--- src/rtl/imem_arbiter_if.sv ---
// Bundle of the two requester channels and the memory streaming channel.
// The slave modport is the arbiter's view; master is the surrounding fabric
// (fetch stage, loader and memory source) as seen from outside the arbiter.
interface imem_arbiter_if #(
  parameter int unsigned IWIDTH = 32
) ();

  // Requester 0: instruction fetch
  logic              r0_i_syn;
  logic [IWIDTH-1:0] r0_o_instr;
  logic              r0_o_ack;
  logic              r0_o_last;

  // Requester 1: boot loader / debug reader
  logic              r1_i_syn;
  logic [IWIDTH-1:0] r1_o_instr;
  logic              r1_o_ack;
  logic              r1_o_last;

  // Memory streaming source
  logic              m_o_syn;
  logic [IWIDTH-1:0] m_i_instr;
  logic              m_i_ack;
  logic              m_i_last;

  modport slave (
    input  r0_i_syn,
    input  r1_i_syn,
    input  m_i_instr,
    input  m_i_ack,
    input  m_i_last,
    output r0_o_instr,
    output r0_o_ack,
    output r0_o_last,
    output r1_o_instr,
    output r1_o_ack,
    output r1_o_last,
    output m_o_syn
  );

  modport master (
    output r0_i_syn,
    output r1_i_syn,
    output m_i_instr,
    output m_i_ack,
    output m_i_last,
    input  r0_o_instr,
    input  r0_o_ack,
    input  r0_o_last,
    input  r1_o_instr,
    input  r1_o_ack,
    input  r1_o_last,
    input  m_o_syn
  );

endinterface

--- src/rtl/imem_arbiter.sv ---
// Two-requester arbiter for the instruction-memory read port. One requester
// owns the memory for a whole burst; the grant is released on the acked last
// beat or when the owner drops syn, followed by one idle turnaround cycle.
module imem_arbiter #(
  parameter int unsigned IWIDTH     = 32,
  parameter int unsigned FIXED_PRIO = 0,
  parameter int unsigned CWIDTH     = 8
) (
  input  logic              f_clk,
  input  logic              f_rst,
  imem_arbiter_if.slave     bus,
  output logic [1:0]        o_grant,
  output logic              o_busy,
  output logic [CWIDTH-1:0] o_beats
);

  typedef enum logic [1:0] {StIdle, StBusy0, StBusy1} state_e;

  state_e            state_q, state_d;
  logic              last_q, last_d;     // index of the requester served last
  logic [CWIDTH-1:0] beats_q, beats_d;

  logic [IWIDTH-1:0] mem_data;
  logic              beat_inc;
  logic [CWIDTH-1:0] beats_inc;

  assign mem_data  = bus.m_i_instr;
  // Saturating increment of the beat counter
  assign beats_inc = (beats_q == {CWIDTH{1'b1}}) ? beats_q : beats_q + 1'b1;

  // State, last-served and beat counter registers
  always_ff @(posedge f_clk or negedge f_rst) begin
    if (!f_rst) begin
      state_q <= StIdle;
      last_q  <= 1'b1;
      beats_q <= '0;
    end else begin
      state_q <= state_d;
      last_q  <= last_d;
      beats_q <= beats_d;
    end
  end

  // Next-state: arbitration in idle, burst end / abandon detection when busy
  always_comb begin
    state_d  = state_q;
    last_d   = last_q;
    beats_d  = beats_q;
    beat_inc = 1'b0;
    unique case (state_q)
      StIdle: begin
        if (bus.r0_i_syn && bus.r1_i_syn) begin
          // Tie: fixed priority favours r0, otherwise whoever was not served last
          if ((FIXED_PRIO != 0) || last_q) begin
            state_d = StBusy0;
          end else begin
            state_d = StBusy1;
          end
        end else if (bus.r0_i_syn) begin
          state_d = StBusy0;
        end else if (bus.r1_i_syn) begin
          state_d = StBusy1;
        end
        if (state_d != StIdle) begin
          beats_d = '0;
        end
      end
      StBusy0: begin
        beat_inc = bus.m_i_ack;
        if (!bus.r0_i_syn || (bus.m_i_ack && bus.m_i_last)) begin
          state_d = StIdle;
          last_d  = 1'b0;
        end
      end
      StBusy1: begin
        beat_inc = bus.m_i_ack;
        if (!bus.r1_i_syn || (bus.m_i_ack && bus.m_i_last)) begin
          state_d = StIdle;
          last_d  = 1'b1;
        end
      end
      default: begin
        state_d = StIdle;
      end
    endcase
    if (beat_inc) begin
      beats_d = beats_inc;
    end
  end

  // Routing: the granted requester sees memory traffic, the other sees zeros
  always_comb begin
    bus.m_o_syn    = 1'b0;
    bus.r0_o_instr = '0;
    bus.r0_o_ack   = 1'b0;
    bus.r0_o_last  = 1'b0;
    bus.r1_o_instr = '0;
    bus.r1_o_ack   = 1'b0;
    bus.r1_o_last  = 1'b0;
    o_grant        = 2'b00;
    unique case (state_q)
      StBusy0: begin
        bus.m_o_syn    = bus.r0_i_syn;
        bus.r0_o_instr = mem_data;
        bus.r0_o_ack   = bus.m_i_ack;
        bus.r0_o_last  = bus.m_i_last;
        o_grant        = 2'b01;
      end
      StBusy1: begin
        bus.m_o_syn    = bus.r1_i_syn;
        bus.r1_o_instr = mem_data;
        bus.r1_o_ack   = bus.m_i_ack;
        bus.r1_o_last  = bus.m_i_last;
        o_grant        = 2'b10;
      end
      default: begin
        o_grant = 2'b00;
      end
    endcase
  end

  assign o_busy  = (state_q != StIdle);
  assign o_beats = beats_q;

endmodule

--- src/flat_wrapper.sv ---
// flat-port wrapper written by rule: the top's interface ports become plain ports
module imem_arbiter_flat 
#(
  parameter int unsigned IWIDTH     = 32,
  parameter int unsigned FIXED_PRIO = 0,
  parameter int unsigned CWIDTH     = 8
)
  (f_clk, f_rst, o_grant, o_busy, o_beats, bus_r0_i_syn, bus_r1_i_syn, bus_m_i_instr, bus_m_i_ack, bus_m_i_last, bus_r0_o_instr, bus_r0_o_ack, bus_r0_o_last, bus_r1_o_instr, bus_r1_o_ack, bus_r1_o_last, bus_m_o_syn);
  imem_arbiter_if #(.IWIDTH(IWIDTH)) bus_i ();
  input  logic f_clk;
  input  logic f_rst;
  output logic [1:0] o_grant;
  output logic o_busy;
  output logic [CWIDTH-1:0] o_beats;
  input wire logic [$bits(bus_i.r0_i_syn)-1:0] bus_r0_i_syn;
  input wire logic [$bits(bus_i.r1_i_syn)-1:0] bus_r1_i_syn;
  input wire logic [$bits(bus_i.m_i_instr)-1:0] bus_m_i_instr;
  input wire logic [$bits(bus_i.m_i_ack)-1:0] bus_m_i_ack;
  input wire logic [$bits(bus_i.m_i_last)-1:0] bus_m_i_last;
  output wire logic [$bits(bus_i.r0_o_instr)-1:0] bus_r0_o_instr;
  output wire logic [$bits(bus_i.r0_o_ack)-1:0] bus_r0_o_ack;
  output wire logic [$bits(bus_i.r0_o_last)-1:0] bus_r0_o_last;
  output wire logic [$bits(bus_i.r1_o_instr)-1:0] bus_r1_o_instr;
  output wire logic [$bits(bus_i.r1_o_ack)-1:0] bus_r1_o_ack;
  output wire logic [$bits(bus_i.r1_o_last)-1:0] bus_r1_o_last;
  output wire logic [$bits(bus_i.m_o_syn)-1:0] bus_m_o_syn;
  assign bus_i.r0_i_syn = bus_r0_i_syn;
  assign bus_i.r1_i_syn = bus_r1_i_syn;
  assign bus_i.m_i_instr = bus_m_i_instr;
  assign bus_i.m_i_ack = bus_m_i_ack;
  assign bus_i.m_i_last = bus_m_i_last;
  assign bus_r0_o_instr = bus_i.r0_o_instr;
  assign bus_r0_o_ack = bus_i.r0_o_ack;
  assign bus_r0_o_last = bus_i.r0_o_last;
  assign bus_r1_o_instr = bus_i.r1_o_instr;
  assign bus_r1_o_ack = bus_i.r1_o_ack;
  assign bus_r1_o_last = bus_i.r1_o_last;
  assign bus_m_o_syn = bus_i.m_o_syn;
  imem_arbiter #(.IWIDTH(IWIDTH), .FIXED_PRIO(FIXED_PRIO), .CWIDTH(CWIDTH)) u_core (.f_clk(f_clk), .f_rst(f_rst), .bus(bus_i), .o_grant(o_grant), .o_busy(o_busy), .o_beats(o_beats));
endmodule
--- config.mk ---
export PLATFORM = sky130hd
export DESIGN_NAME = imem_arbiter_flat
export DESIGN_NICKNAME = d
export VERILOG_FILES = /design/src/rtl/imem_arbiter_if.sv /design/src/rtl/imem_arbiter.sv /design/src/flat_wrapper.sv
export SDC_FILE = /design/constraint.sdc
export NUM_CORES = 1
export LEC_CHECK = 0
export ABC_CLOCK_PERIOD_IN_PS = 1700
export CORE_AREA = 2 2 57 86
export DETAILED_ROUTE_END_ITERATION = 12
export DIE_AREA = 0 0 59 88
export GPL_ROUTABILITY_DRIVEN = 0
export PLACE_DENSITY = 0.76
export SYNTH_ARGS = -nofsm -noshare
export SYNTH_HDL_FRONTEND = slang
export SYNTH_SLANG_ARGS = --single-unit
--- constraint.sdc ---
create_clock -name f_clk -period 1.7 [get_ports f_clk]
set_input_delay 0.34 -clock f_clk [delete_from_list [all_inputs] [get_ports f_clk]]
set_output_delay 0.34 -clock f_clk [all_outputs]
set_load 0.05 [all_outputs]
==> results of run 1 <==
-- state kept, by name, summed over array words and instances (netlist names) --
signal          cells
u_core.state_q      2
u_core.o_beats      8
u_core.last_q       1
-- cell type report --
class                   count  area, um2
fillers                   217        847
well taps                  48       60.1
repair buffers            137       2130
flip-flops and latches     11        280
multi-input cells         127       1040
clock buffers               4       45.0
inverters                   5       21.3
-- cells in the final DEF, fill, tap and decap left out, drive strengths merged, types with 3 or more instances in the layout --
master	instances
buf	99
and2	70
ha	6
clkbuf	5
nand2	9
nand3	6
dfrtp	10
clkdlybuf4s50	37
a211o	3
inv	5
a21oi	6
o21ai	5
-- power breakdown --
group | switching [mW] | leakage (nW) | total [mW] | internal (mW)
clock | 0.101 | 0.0228 | 0.266 | 0.165
combinational | 2.61 | 1.43 | 5.20 | 2.60
sequential | 0.0626 | 0.143 | 0.380 | 0.318
-- synthesized netlist by cell type (all sizes together) (2+ instances only) --
master,number
dfrtp,10
ha,6
o21ai,5
nor3,2
mux2i,2
inv,5
clkbuf,6
nand2,9
a22oi,2
nand3,6
a211o,3
nor2,2
nand4,2
a21oi,6
and2,70
and3,2
-- cells by family after synthesis --
| kind of cell | share of synthesized area, % |
|---|---|
| flops | 23.8 |
| buf+inv | 4.19 |
| mux | 2.69 |
| fa+ha+maj | 6.45 |
| compound gates | 12.0 |
| simple gates | 50.9 |
-- layer usage --
layer / vias up / wire [um] / track usage [%]
li1: 767 / - / -
met1: 770 / 2200 / 24.6
met2: 98 / 3520 / 45.4
met3: 6 / 704 / 11.1
met4: 0 / 44 / 4.13
met5: - / 0 / 0
-- how the worst max path moves through the flow --
| stage | from | endpoint | slack, ns | depth (start not counted) |
|---|---|---|---|---|
| finish | u_core.state_q[0]$_DFFE_PN0P_ | bus_r1_o_instr[28] | -0.14 | 5 |
| global route | u_core.state_q[0]$_DFFE_PN0P_ | bus_r1_o_instr[28] | -0.19 | 5 |
| CTS | u_core.state_q[1]$_DFFE_PN0P_ | bus_r0_o_instr[19] | -0.14 | 5 |
| detailed placement | bus_r1_i_syn | u_core.o_beats[3]$_DFFE_PN0P_ | -0.09 | 5 |
| global placement | bus_r1_i_syn | u_core.o_beats[2]$_DFFE_PN0P_ | -0.06 | 5 |
| floorplan | u_core.state_q[0]$_DFFE_PN0P_ | bus_m_o_syn | 0.005 | 4 |
-- worst reg2reg max path, stage by stage (launching register included) --
cell	delay, ns
dfrtp_1	0.39
inv_2	0.11
buf_12	0.11
ha_4	0.21
nand2_2	0.08
nand3_2	0.14
and2_4	0.20
a211o_1	0.28
-- per-stage QoR --
| stage | area [um2] | setup WS (ns) |
|---|---|---|
| after floorplan | 1240 | 0.00489 |
| after global placement | 3280 | -0.0621 |
| after detailed placement | 3280 | -0.0869 |
| after CTS | 3520 | -0.141 |
| after global routing | 3580 | -0.190 |
| final | 3580 | -0.143 |
-- what timing repair did --
item / in CTS / in global routing
gates resized for setup: 52 / 14
pin swaps: 7 / 12
buffers inserted: 3 / 1
endpoints found under the setup margin: 68 / 73
cloned: 2 / 1
==> impl_metrics.tcl, run 1 <==
set metrics [dict create \
    dieHeight_um 88 \
    hold_viol 0 \
    drv_slew 0 \
    io_buffers 117 \
    rrSetupSlack_ns 0.06 \
    ys_types 31 \
    post-route-drc-count 0 \
    worst_ep_required_time_ns 1.36 \
    slowest_delay_ns 0.39 \
    final_cells 332 \
    routed_wirelength_mm 6.47 \
    drive_gt1_share_pct 66.5 \
    timing.fmax_mhz 542 \
    fin_nets 329 \
    synth_top_area_share_pct 37.1 \
    crit_fanout 8 \
    ios 118 \
    htree_levels 1 \
    ir_drop_uv 1060 \
    relSlewSlack_pct 66.2 \
    synth_seq_cells 11 \
    grt_pass1_vias 1815 \
    drtIter0Drc 75 \
    die_w_um 59 \
    timing.hold.ws_ns 0.440 \
    synth_cells 150 \
    placedCellCount 321 \
    tns_ns -7.34 \
    worstHoldPathType "primary input to asynchronous set/reset pin" \
    violations "negative setup slack" \
    num_rows 30 \
    period_share_pct 108 \
    routedWlPerCell_um 19.5 \
    crit-reg2reg-launch "u_core.state_q[0]$_DFFE_PN0P_" \
    finalClockSkew_ns 0.00484 \
    hold_buffers 0 \
    avgSynthCellArea_um2 7.76 \
    cts_tree "yes" \
    cts.clk_slew.worst_paths_ns 0.05 \
    initial_utilization_pct 26.3 \
    grt_pass1_wl_mm 9.40 \
    crit_type "flop to output pin" \
    synth-async-reset-ratio_pct 100 \
    numCtsBuffers 3 \
    syn_nets 194 \
    dr.pass1.iters 4 \
    yosysSeqAreaShare_pct 23.8 \
    worst_r2r_endpoint "u_core.o_beats[3]$_DFFE_PN0P_" \
    final_antenna_net_count 0 \
    fin_crit_ns 1.84 \
    synth_area_leaders "and2_1 (37%), dfrtp_1 (22%), ha_1 (6.5%)" \
    setup_viol 68 \
    yosys.area.top_type "and2_1" \
    diodes 0 \
    p_per_area_nw_per_um2 1630 \
    cp-end-kind "output pin" \
    grt-ovfl-total 0 \
    setup_slack_ns -0.143 \
    rsz0062_at_grt "yes" \
    utilization_pct 80.9 \
    synth_edf_count 0 \
    vias_per_cell 4.94 \
    total_power_mw 5.85 \
    reg2regPathDepth 7 \
    dieArea_um2 5190 \
    synth_warnings 0 \
    critPathSlowestCell "dfrtp_1" \
    clk_latency_ns 0.24 \
    p_leak_nw 1.59 \
    clkSinkCount 11 \
    cp_top_family "buffers and inverters" \
    cts_buffer_depth 2 \
    drv_cap 0 \
    detailed_place_hpwl_mm 4.70 \
    cp-start-kind "flop" \
    area_delta_synth_final_pct 208 \
    outcome "complete, but fails checks" \
    grt_max_degree 27 \
    path_buf_inv 3 \
    gr-usage-all-layers_pct 24.3 \
    cts_root_buf "clkbuf_8" \
    synth_ff_type "dfrtp_1" \
    worst_pin_slew_ns 0.506 \
    num_vias 1641 \
    crit_chain "inv_2 -> ha_4 -> clkbuf_16 -> and2_4 -> buf_12" \
    antenna_found_initial 0 \
    syn_area_um2 1160 \
    coreArea_um2 4430 \
    arrival_ns 1.50 \
]
Note: power is estimated with default switching activity, not from simulation.
==> run 2, diff against run 1 <==
--- a/config.mk
+++ b/config.mk
@@ -10,7 +10,9 @@
 export DETAILED_ROUTE_END_ITERATION = 12
 export DIE_AREA = 0 0 59 88
 export GPL_ROUTABILITY_DRIVEN = 0
+export GPL_TIMING_DRIVEN = 0
 export PLACE_DENSITY = 0.76
+export SKIP_CTS_REPAIR_TIMING = 1
 export SYNTH_ARGS = -nofsm -noshare
 export SYNTH_HDL_FRONTEND = slang
 export SYNTH_SLANG_ARGS = --single-unit
==> run 2 against run 1 <==
The flow still finishes with violations (negative setup slack). Sequential share of layout area is 1.9 points higher. Worst setup slack improved by 0.016 ns. Via count shrank 2.2%. Count of clock-buffer cells in the layout decreased by 1. Non-clock buffer count decreased by 3. Global-route usage decreased by 6.7 points. Core utilization is 16 points lower. Critical endpoint is now bus_r0_o_instr[22].
==> impl_metrics.tcl, run 2 (same netlist as run 1, synthesis figures left out) <==
set metrics [dict create \
    drive_gt1_share_pct 62.6 \
    cts_root_buf "clkbuf_8" \
    swShare_pct 54.6 \
    p_switching_mw 2.50 \
    cp_top_family "flip-flops" \
    finalClockSkew_ns 0.00625 \
    dpl-instance-area_um2 2470 \
    hold_viol 0 \
    cp_common_cell "buf_6" \
    routed_wirelength_mm 5.12 \
    worst_ep_required_time_ns 1.36 \
    setup_viol 64 \
    clk_latency_ns 0.26 \
    critical_path_depth 5 \
    grt-ovfl-total 0 \
    relSlewSlack_pct 64.1 \
    rrSetupSlack_ns 0.04 \
    num_vias 1605 \
    io_buffers 117 \
    drv_slew 0 \
    mostFrequentLayoutCells "buf_6 (60), and2_2 (52), clkdlybuf4s50_1 (37)" \
    crit_fanout 10 \
    crit_chain "inv_4 -> ha_4 -> buf_6 -> and2_2 -> buf_6" \
    fin_crit_ns 1.83 \
    crit_type "flop to output pin" \
    antenna_found_initial 0 \
    p_leak_nw 1.50 \
    p_per_area_nw_per_um2 1580 \
    setup_slack_ns -0.127 \
    num_rows 30 \
    timing.fmax_mhz 547 \
    path_buf_inv 3 \
    period_share_pct 107 \
    drtIter0Drc 71 \
    cts_buffer_depth 2 \
    htree_levels 1 \
    worstHoldPathType "primary input to asynchronous set/reset pin" \
    numCtsBuffers 3 \
    critPathSlowestCell "dfrtp_2" \
    die_w_um 59 \
    worst_r2r_endpoint "u_core.o_beats[6]$_DFFE_PN0P_" \
    worst_pin_slew_ns 0.537 \
    coreArea_um2 4430 \
    drv_cap 0 \
    outcome "complete, but fails checks" \
    grt_max_degree 12 \
    dieArea_um2 5190 \
    dr.pass1.iters 4 \
    area_delta_synth_final_pct 148 \
    rsz0062_at_grt "yes" \
    cts.clk_slew.worst_paths_ns 0.06 \
    ios 118 \
    p_int_mw 2.07 \
    p_clk_share_pct 6.3 \
    violations "negative setup slack" \
    ir_drop_uv 921 \
    layout_commonest_cell "buf_6" \
    pre_cts_slack_ns -0.889 \
    startpoint "u_core.state_q[1]$_DFFE_PN0P_" \
    slowest_delay_ns 0.45 \
    cp-start-kind "flop" \
    finalInstanceArea_um2 2880 \
    p_seq_share_pct 8.5 \
    arrival_ns 1.49 \
    dieHeight_um 88 \
    pwr-share-comb_pct 85.2 \
    final_antenna_net_count 0 \
    clkSinkCount 11 \
    initial_utilization_pct 26.3 \
    crit_path_end "bus_r0_o_instr[22]" \
    cts_tree "yes" \
    fin_nets 326 \
    vias_per_cell 4.88 \
    largest_reg_flops 8 \
    grt_pass1_wl_mm 7.08 \
    detailed_place_hpwl_mm 3.90 \
    cp-end-kind "output pin" \
    post-route-drc-count 0 \
    routedWlPerCell_um 15.6 \
    grt_pass1_vias 1522 \
    gr-usage-all-layers_pct 17.7 \
    diodes 0 \
    reg2regPathDepth 7 \
    crit-reg2reg-launch "u_core.state_q[0]$_DFFE_PN0P_" \
]
run 2: changes by cell type in the layout (fill, tap and decap cells not counted), sizes merged:
cell,change
dlymetal6s2s,+8
buf,-12
clkinv,+1
run 2: worst min-delay path by stage:
stage | to | slack, ns | cells past startpoint
final | u_core.o_beats[3]$_DFFE_PN0P_ | 0.43 | 1
after global routing | u_core.o_beats[3]$_DFFE_PN0P_ | 0.49 | 1
after CTS | u_core.state_q[1]$_DFFE_PN0P_ | 0.45 | 1
after detailed placement | u_core.o_beats[7]$_DFFE_PN0P_ | 0.50 | 1
after global placement | u_core.o_beats[7]$_DFFE_PN0P_ | 0.49 | 1
after floorplan | u_core.o_beats[0]$_DFFE_PN0P_ | 0.04 | 0
run 2: cell type report:
type	instances	area, um2
Buffer	7	67.6
Multi-Input combinational cell	127	996
Tap cell	48	60.1
Clock inverter	1	5.00
Inverter	5	23.8
Clock buffer	3	41.3
Fill cell	360	1550
Sequential cell	11	282
Timing Repair Buffer	127	1410
run 2: power groups by stage:
| stage | registers (mW) | clock network (mW) | logic, mW |
|---|---|---|---|
| finish | 0.388 | 0.289 | 3.89 |
| global route | 0.395 | 0.294 | 4.08 |
| CTS | 0.367 | 0.286 | 3.27 |
| detailed placement | 0.372 | 0 | 3.26 |
| global placement | 0.371 | 0 | 3.25 |
| floorplan | 0.408 | 0 | 2.18 |
run 2: stage by stage:
step                      util [%]  setup TNS [ns]  hold slack (ns)  std cells  power, mW
final                         65.1           -6.32            0.433        329       4.57
after CTS                     56.9          -74.19            0.452        319       3.92
after global routing          65.1           -9.87            0.487        329       4.77
after detailed placement      55.9          -53.27            0.505        315       3.63
after global placement        55.9          -53.26            0.494        315       3.62
after floorplan                  -               0           0.0444        150       2.59
run 2: worst reg2reg max path, cell delays in order, from the launching register on:
cell     delay [ns]
dfrtp_2        0.44
inv_4          0.07
ha_4           0.29
and2_4         0.13
buf_6          0.11
o21ai_4        0.07
and2_4         0.18
a211o_1        0.25
run 2: routing by layer:
metal / part of all wire, % / GRT usage (%) / up-vias / wire [um]
li1: - / - / 763 / -
met1: 36 / 21.0 / 745 / 1840
met2: 51 / 28.2 / 94 / 2600
met3: 12 / 7.53 / 3 / 636
met4: 0.90 / 5.99 / 0 / 46
met5: 0 / 0 / - / 0
